**src/rtl/timer_reg_arbiter.sv**
```systemverilog
// Two-requester arbiter in front of the timer register port.
// Round-robin grant with optional lock; each transfer is a strobe cycle followed by a response cycle.
module timer_reg_arbiter #(
  parameter int unsigned BIT_WIDTH = 8
) (
  input  logic                 clk,
  input  logic                 reset,
  input  logic                 req0,
  input  logic                 req1,
  input  logic                 we0,
  input  logic                 we1,
  input  logic [3:0]           addr0,
  input  logic [3:0]           addr1,
  input  logic [BIT_WIDTH-1:0] wdata0,
  input  logic [BIT_WIDTH-1:0] wdata1,
  input  logic                 lock0,
  input  logic                 lock1,
  output logic                 ack0,
  output logic                 ack1,
  output logic                 err0,
  output logic                 err1,
  output logic [BIT_WIDTH-1:0] rdata0,
  output logic [BIT_WIDTH-1:0] rdata1,
  output logic                 tmr_en,
  output logic                 tmr_we,
  output logic [3:0]           tmr_addr,
  output logic [BIT_WIDTH-1:0] tmr_wdata,
  input  logic [BIT_WIDTH-1:0] tmr_rdata
);
  typedef enum logic [1:0] {IDLE, ACCESS, RESP, LOCKED} state_t;

  localparam logic [3:0] LAST_ADDR = 4'hB;

  state_t               state;
  logic                 owner;
  logic                 last_grant;
  logic                 grant_valid;
  logic                 grant_sel;
  logic                 sel_we;
  logic [3:0]           sel_addr;
  logic [BIT_WIDTH-1:0] sel_wdata;
  logic                 owner_lock;
  logic                 bad_addr;

  always_comb begin
    grant_valid = 1'b0;
    grant_sel   = 1'b0;
    case (state)
      IDLE: begin
        grant_valid = req0 | req1;
        grant_sel   = (req0 & req1) ? ~last_grant : req1;
      end
      LOCKED: begin
        grant_valid = owner ? req1 : req0;
        grant_sel   = owner;
      end
      default: ;
    endcase
  end

  assign sel_we     = grant_sel ? we1    : we0;
  assign sel_addr   = grant_sel ? addr1  : addr0;
  assign sel_wdata  = grant_sel ? wdata1 : wdata0;
  assign owner_lock = owner ? lock1 : lock0;
  // The tmr_* fields double as the latched transfer, so they hold between strobes.
  assign bad_addr   = tmr_addr > LAST_ADDR;

  // Read data passes straight through in the response cycle, gated by the registered ack.
  assign rdata0 = (ack0 && !tmr_we && !err0) ? tmr_rdata : '0;
  assign rdata1 = (ack1 && !tmr_we && !err1) ? tmr_rdata : '0;

  always_ff @(posedge clk or posedge reset) begin
    if (reset) begin
      state      <= IDLE;
      owner      <= 1'b0;
      last_grant <= 1'b1;
      tmr_en     <= 1'b0;
      tmr_we     <= 1'b0;
      tmr_addr   <= '0;
      tmr_wdata  <= '0;
      ack0       <= 1'b0;
      ack1       <= 1'b0;
      err0       <= 1'b0;
      err1       <= 1'b0;
    end else begin
      tmr_en <= 1'b0;
      ack0   <= 1'b0;
      ack1   <= 1'b0;
      err0   <= 1'b0;
      err1   <= 1'b0;
      case (state)
        IDLE, LOCKED: begin
          if (grant_valid) begin
            owner      <= grant_sel;
            last_grant <= grant_sel;
            tmr_we     <= sel_we;
            tmr_addr   <= sel_addr;
            tmr_wdata  <= sel_wdata;
            tmr_en     <= (sel_addr <= LAST_ADDR);
            state      <= ACCESS;
          end
        end
        ACCESS: begin
          ack0  <= ~owner;
          ack1  <= owner;
          err0  <= ~owner & bad_addr;
          err1  <= owner & bad_addr;
          state <= RESP;
        end
        RESP: begin
          state <= owner_lock ? LOCKED : IDLE;
        end
        default: state <= IDLE;
      endcase
    end
  end
endmodule

```
**config.mk**
```make
export PLATFORM = sky130hd
export DESIGN_NAME = timer_reg_arbiter
export DESIGN_NICKNAME = d
export VERILOG_FILES = /design/src/rtl/timer_reg_arbiter.sv
export SDC_FILE = /design/constraint.sdc
export NUM_CORES = 1
export LEC_CHECK = 0
export ABC_CLOCK_PERIOD_IN_PS = 2300
export BUFFER_PORTS_ARGS = -buffer_cell sky130_fd_sc_hd__buf_2
export CAP_MARGIN = 25
export CORE_ASPECT_RATIO = 1.4
export CORE_MARGIN = 4
export CORE_UTILIZATION = 43
export DETAILED_ROUTE_END_ITERATION = 10
export PLACE_DENSITY = 0.88
export SLEW_MARGIN = 20
export SYNTH_ARGS = -nofsm -noshare
export SYNTH_HDL_FRONTEND = slang
export SYNTH_SLANG_ARGS = --single-unit
```
**constraint.sdc**
```tcl
create_clock -name clk -period 2.3 [get_ports clk]
set_clock_uncertainty 0.05 [all_clocks]
set_input_delay 0.115 -clock clk [delete_from_list [all_inputs] [get_ports clk]]
set_output_delay 0.115 -clock clk [all_outputs]
set_load 0.05 [all_outputs]
```
==> results.txt <==
----------------------------------------------------
[Logic synthesis]
  Primary FF master, synth ... sky130_fd_sc_hd__dfrtp_1
  Synthesized instance count ... 99
  Post-synthesis area per instance ... 12.85 um^2
  Number of flip-flops and latches in the synthesized netlist ... 22
  Most frequently used cell type in the post-synthesis netlist ... sky130_fd_sc_hd__dfrtp_1
  Number of flops mapped to enable cells by yosys ... 0
  Leading post-synthesis cells by instance count ... sky130_fd_sc_hd__dfrtp_1 (21), sky130_fd_sc_hd__and2_1 (16), sky130_fd_sc_hd__mux2_4 (15)
  Part of the Yosys area used for sequential elements ... 43.36%
  Top post-synthesis cells by area ... sky130_fd_sc_hd__dfrtp_1 (41%), sky130_fd_sc_hd__mux2_4 (18%), sky130_fd_sc_hd__mux2_2 (12%)
  Post-synth top area share ... 41.30%
  Post-synth ARST share ... 100.0%
  Post-synthesis cell type count ... 23
  Synthesized netlist net count ... 143
  Synth area leader ... sky130_fd_sc_hd__dfrtp_1
  Area of the mapped netlist ... 1272 um^2
  Yosys warning count ... 0

[Flow run]
  Maximum Capacitance Violations ... 0

[Finish]
  Number of inserted filler cells in the final layout ... 242
  Count of inserted antenna diode cells ... 0
  Area of the multi-input gates ... 675.6 um^2
  P&R area growth vs syn ... 36.97%
  Finished Cell Area ... 1743 um^2
  Net count, final ... 220
  Fraction of final layout cells sized beyond drive strength 1 ... 64.57%
  Area of all sequential standard cells ... 551.8 um^2

[Routing]
  Remaining design rule violation count ... 0
  Sum of routed wire length over all layers ... 3070 um
  Number of antenna-violating nets in the routed design ... 0
  Total vias in the final route ... 1,038
  Number of detailed-route iterations in the first pass ... 3
  Initial drt markers ... 12
  Post-detailed-route via-to-cell ratio ... 4.896
  Routed wirelength normalized by instance count ... 14.48 um

[Hold path]
  Hold-critical path depth ... 3
  Hold/Removal Path Class ... input pin to register

[GRT]
  Global-route wire length before repair ... 4650 um
  Via count of the first global-routing pass ... 1,053
  Overall overflow remaining after global route ... 0
  Overall track demand over capacity in global routing ... 16.33%
  Largest net degree at the start of global routing ... 23
  Initial antenna violation count ... 0

[Timing]
  Hold Vio Cnt, Final ... 0
  Clock period minus worst slack ... 2032 ps
  Number of endpoints failing setup at the final stage ... 0
  Achievable Freq ... 492.1 MHz
  Setup repair after global routing missed its margin ... false
  Max Transition Viols Final ... 0
  Part of the cycle the worst path needs ... 88.36%
  Worst slew margin relative to its limit ... 46.39%
  Slew of the pin with the lowest slew margin ... 803.2 ps
  Total negative slack for setup checks ... 0 ps

[Clock network]
  Largest buffer count on any clock path ... 2
  H-tree lvl count ... 1
  TritonCTS clock tree ... built
  CTS Sinks ... 22
  Setup repair bufs after CTS ... 0
  Clk Latency, worst-skew pair ... 260 ps
  Clock tree root driver cell ... sky130_fd_sc_hd__clkbuf_8
  Number of CTS-inserted buffers ... 3
  Clock input transition at the sequential cells of the worst setup and hold paths ... 80 ps

[Power and ir drop]
  Pwr/cell area ... 1604 nW/um^2
  Peak ir drop on the vdd network ... 830.6 uV
  Static power due to leakage ... 0.9514 nW

[Critical path]
  Worst EP arrival ... 2140 ps
  Worst-path maximum fanout ... 16
  Critical Path Source Type ... register
  Kind of critical path ... register to register
  Capturing element type of the critical path ... register
  Worst reg2reg path depth ... 5
  CP required ... 2400 ps

[Die]
  Row Count ... 23
  Total die area ... 3906 um^2
  Ports placed on the boundary ... 74
  Overall die height ... 72.37 um
  Floorplan die width ... 53.98 um
  Core Footprint ... 2849 um^2
  Starting Density ... 44.66%

[Placed design]
  RePlAce Congestion ... 0.7423
  Area of placed instances ... 1654 um^2
  Detailed Place HPWL ... 2500 um
  Port bufs ... 73

[Run status]
  Result of the run ... complete, no violations

----------------------------------------------------
[worst paths after layout]
kind | start | endpoint | slack [ps]
max in group asynchronous | reset | owner | 1210
hold reg to reg | tmr_wdata[6] | tmr_wdata[6] | 460
setup reg to reg | state[0] | tmr_addr[3] | 270
setup / recovery | state[0] | tmr_addr[3] | 270
min in group asynchronous | reset | tmr_wdata[4] | 500
hold / removal | addr1[3] | tmr_en | 100
[state kept, by name, summed over array words and instances, names as in the netlist]
register	flops
tmr_we	1
ack0	1
last_grant	1
tmr_en	1
ack1	1
owner	1
err0	1
state	2
tmr_addr	4
tmr_wdata	8
err1	1
[area by class of cell]
| type | instances | area share [%] |
|---|---|---|
| Multi-Input combinational cell | 70 | 38.77 |
| Sequential cell | 22 | 31.66 |
| Timing Repair Buffer | 75 | 21.97 |
| Tap cell | 37 | 2.656 |
| Clock buffer | 3 | 2.369 |
| Clock inverter | 1 | 1.723 |
| Inverter | 4 | 0.8615 |
[layer usage]
layer / vias up / share of wire [%] / GRT usage (%)
met2: 55 / 55 / 31.81
met5: - / 0 / 0
met1: 487 / 35 / 15.98
met4: 0 / 1.0 / 4.986
li1: 492 / - / -
met3: 4 / 9.2 / 3.901
[logic make-up (layout without fill, tap and decap cells)]
group	after synthesis	count (layout)	synth area share, %
flip-flops	22	22	43.36
adder cells (fa/ha/maj)	4	4	3.933
buffers and inverters	7	83	4.129
AO/OA/AOI/OAI	8	8	4.622
multiplexers	29	29	30.09
AND/OR/NAND/NOR	29	29	13.86
[critical path, cell delays in order, from the launching register on]
cell	delay (ps)
sky130_fd_sc_hd__dfrtp_1	420
sky130_fd_sc_hd__inv_1	100
sky130_fd_sc_hd__ha_1	200
sky130_fd_sc_hd__o21ai_1	160
sky130_fd_sc_hd__a21oi_4	580
sky130_fd_sc_hd__mux2_2	400
[where the power goes]
part	switching, mW	internal [mW]	leakage [nW]
sequential	0.111	0.578	0.268
clock	0.125	0.232	0.0357
combinational	1.09	0.661	0.647
total	1.33	1.47	0.951
[through the flow]
stage	total power [mW]	util [%]	setup WS, ps	hold slack [ps]	instances
after floorplan	2.118	-	404.5	53.48	99
after global placement	2.397	58.06	64.41	242.4	207
after detailed placement	2.442	58.06	12.69	260.3	207
after CTS	2.824	61.18	20.45	94.25	212
after global routing	2.950	61.18	165.0	109.2	212
final	2.796	61.18	267.8	96.22	212
[layout by cell type (no fill, tap or decap), drive strengths merged]
master       instances
nor3b                2
and3                 2
clkbuf               3
mux2                29
dlygate4sd3          1
bufinv               1
buf                 74
o21ai                2
ha                   4
a21oi                1
and2b                1
and2                18
dfrtp               21
inv                  4
a31o                 1
dfstp                1
a31oi                2
o211a                1
nand3                1
nand2                3
a32oi                1
nor2                 2
[timing repair]
action | 4_1_cts | 5_1_grt
setup endpoints to repair | 6 | 11
gates resized for setup | 1 | 1
gates cloned | 0 | 0
endpoints found under the hold margin | 21 | 0
pin swaps | 0 | 0
hold buffers | 1 | 0
(Power assumes the default switching activity.)
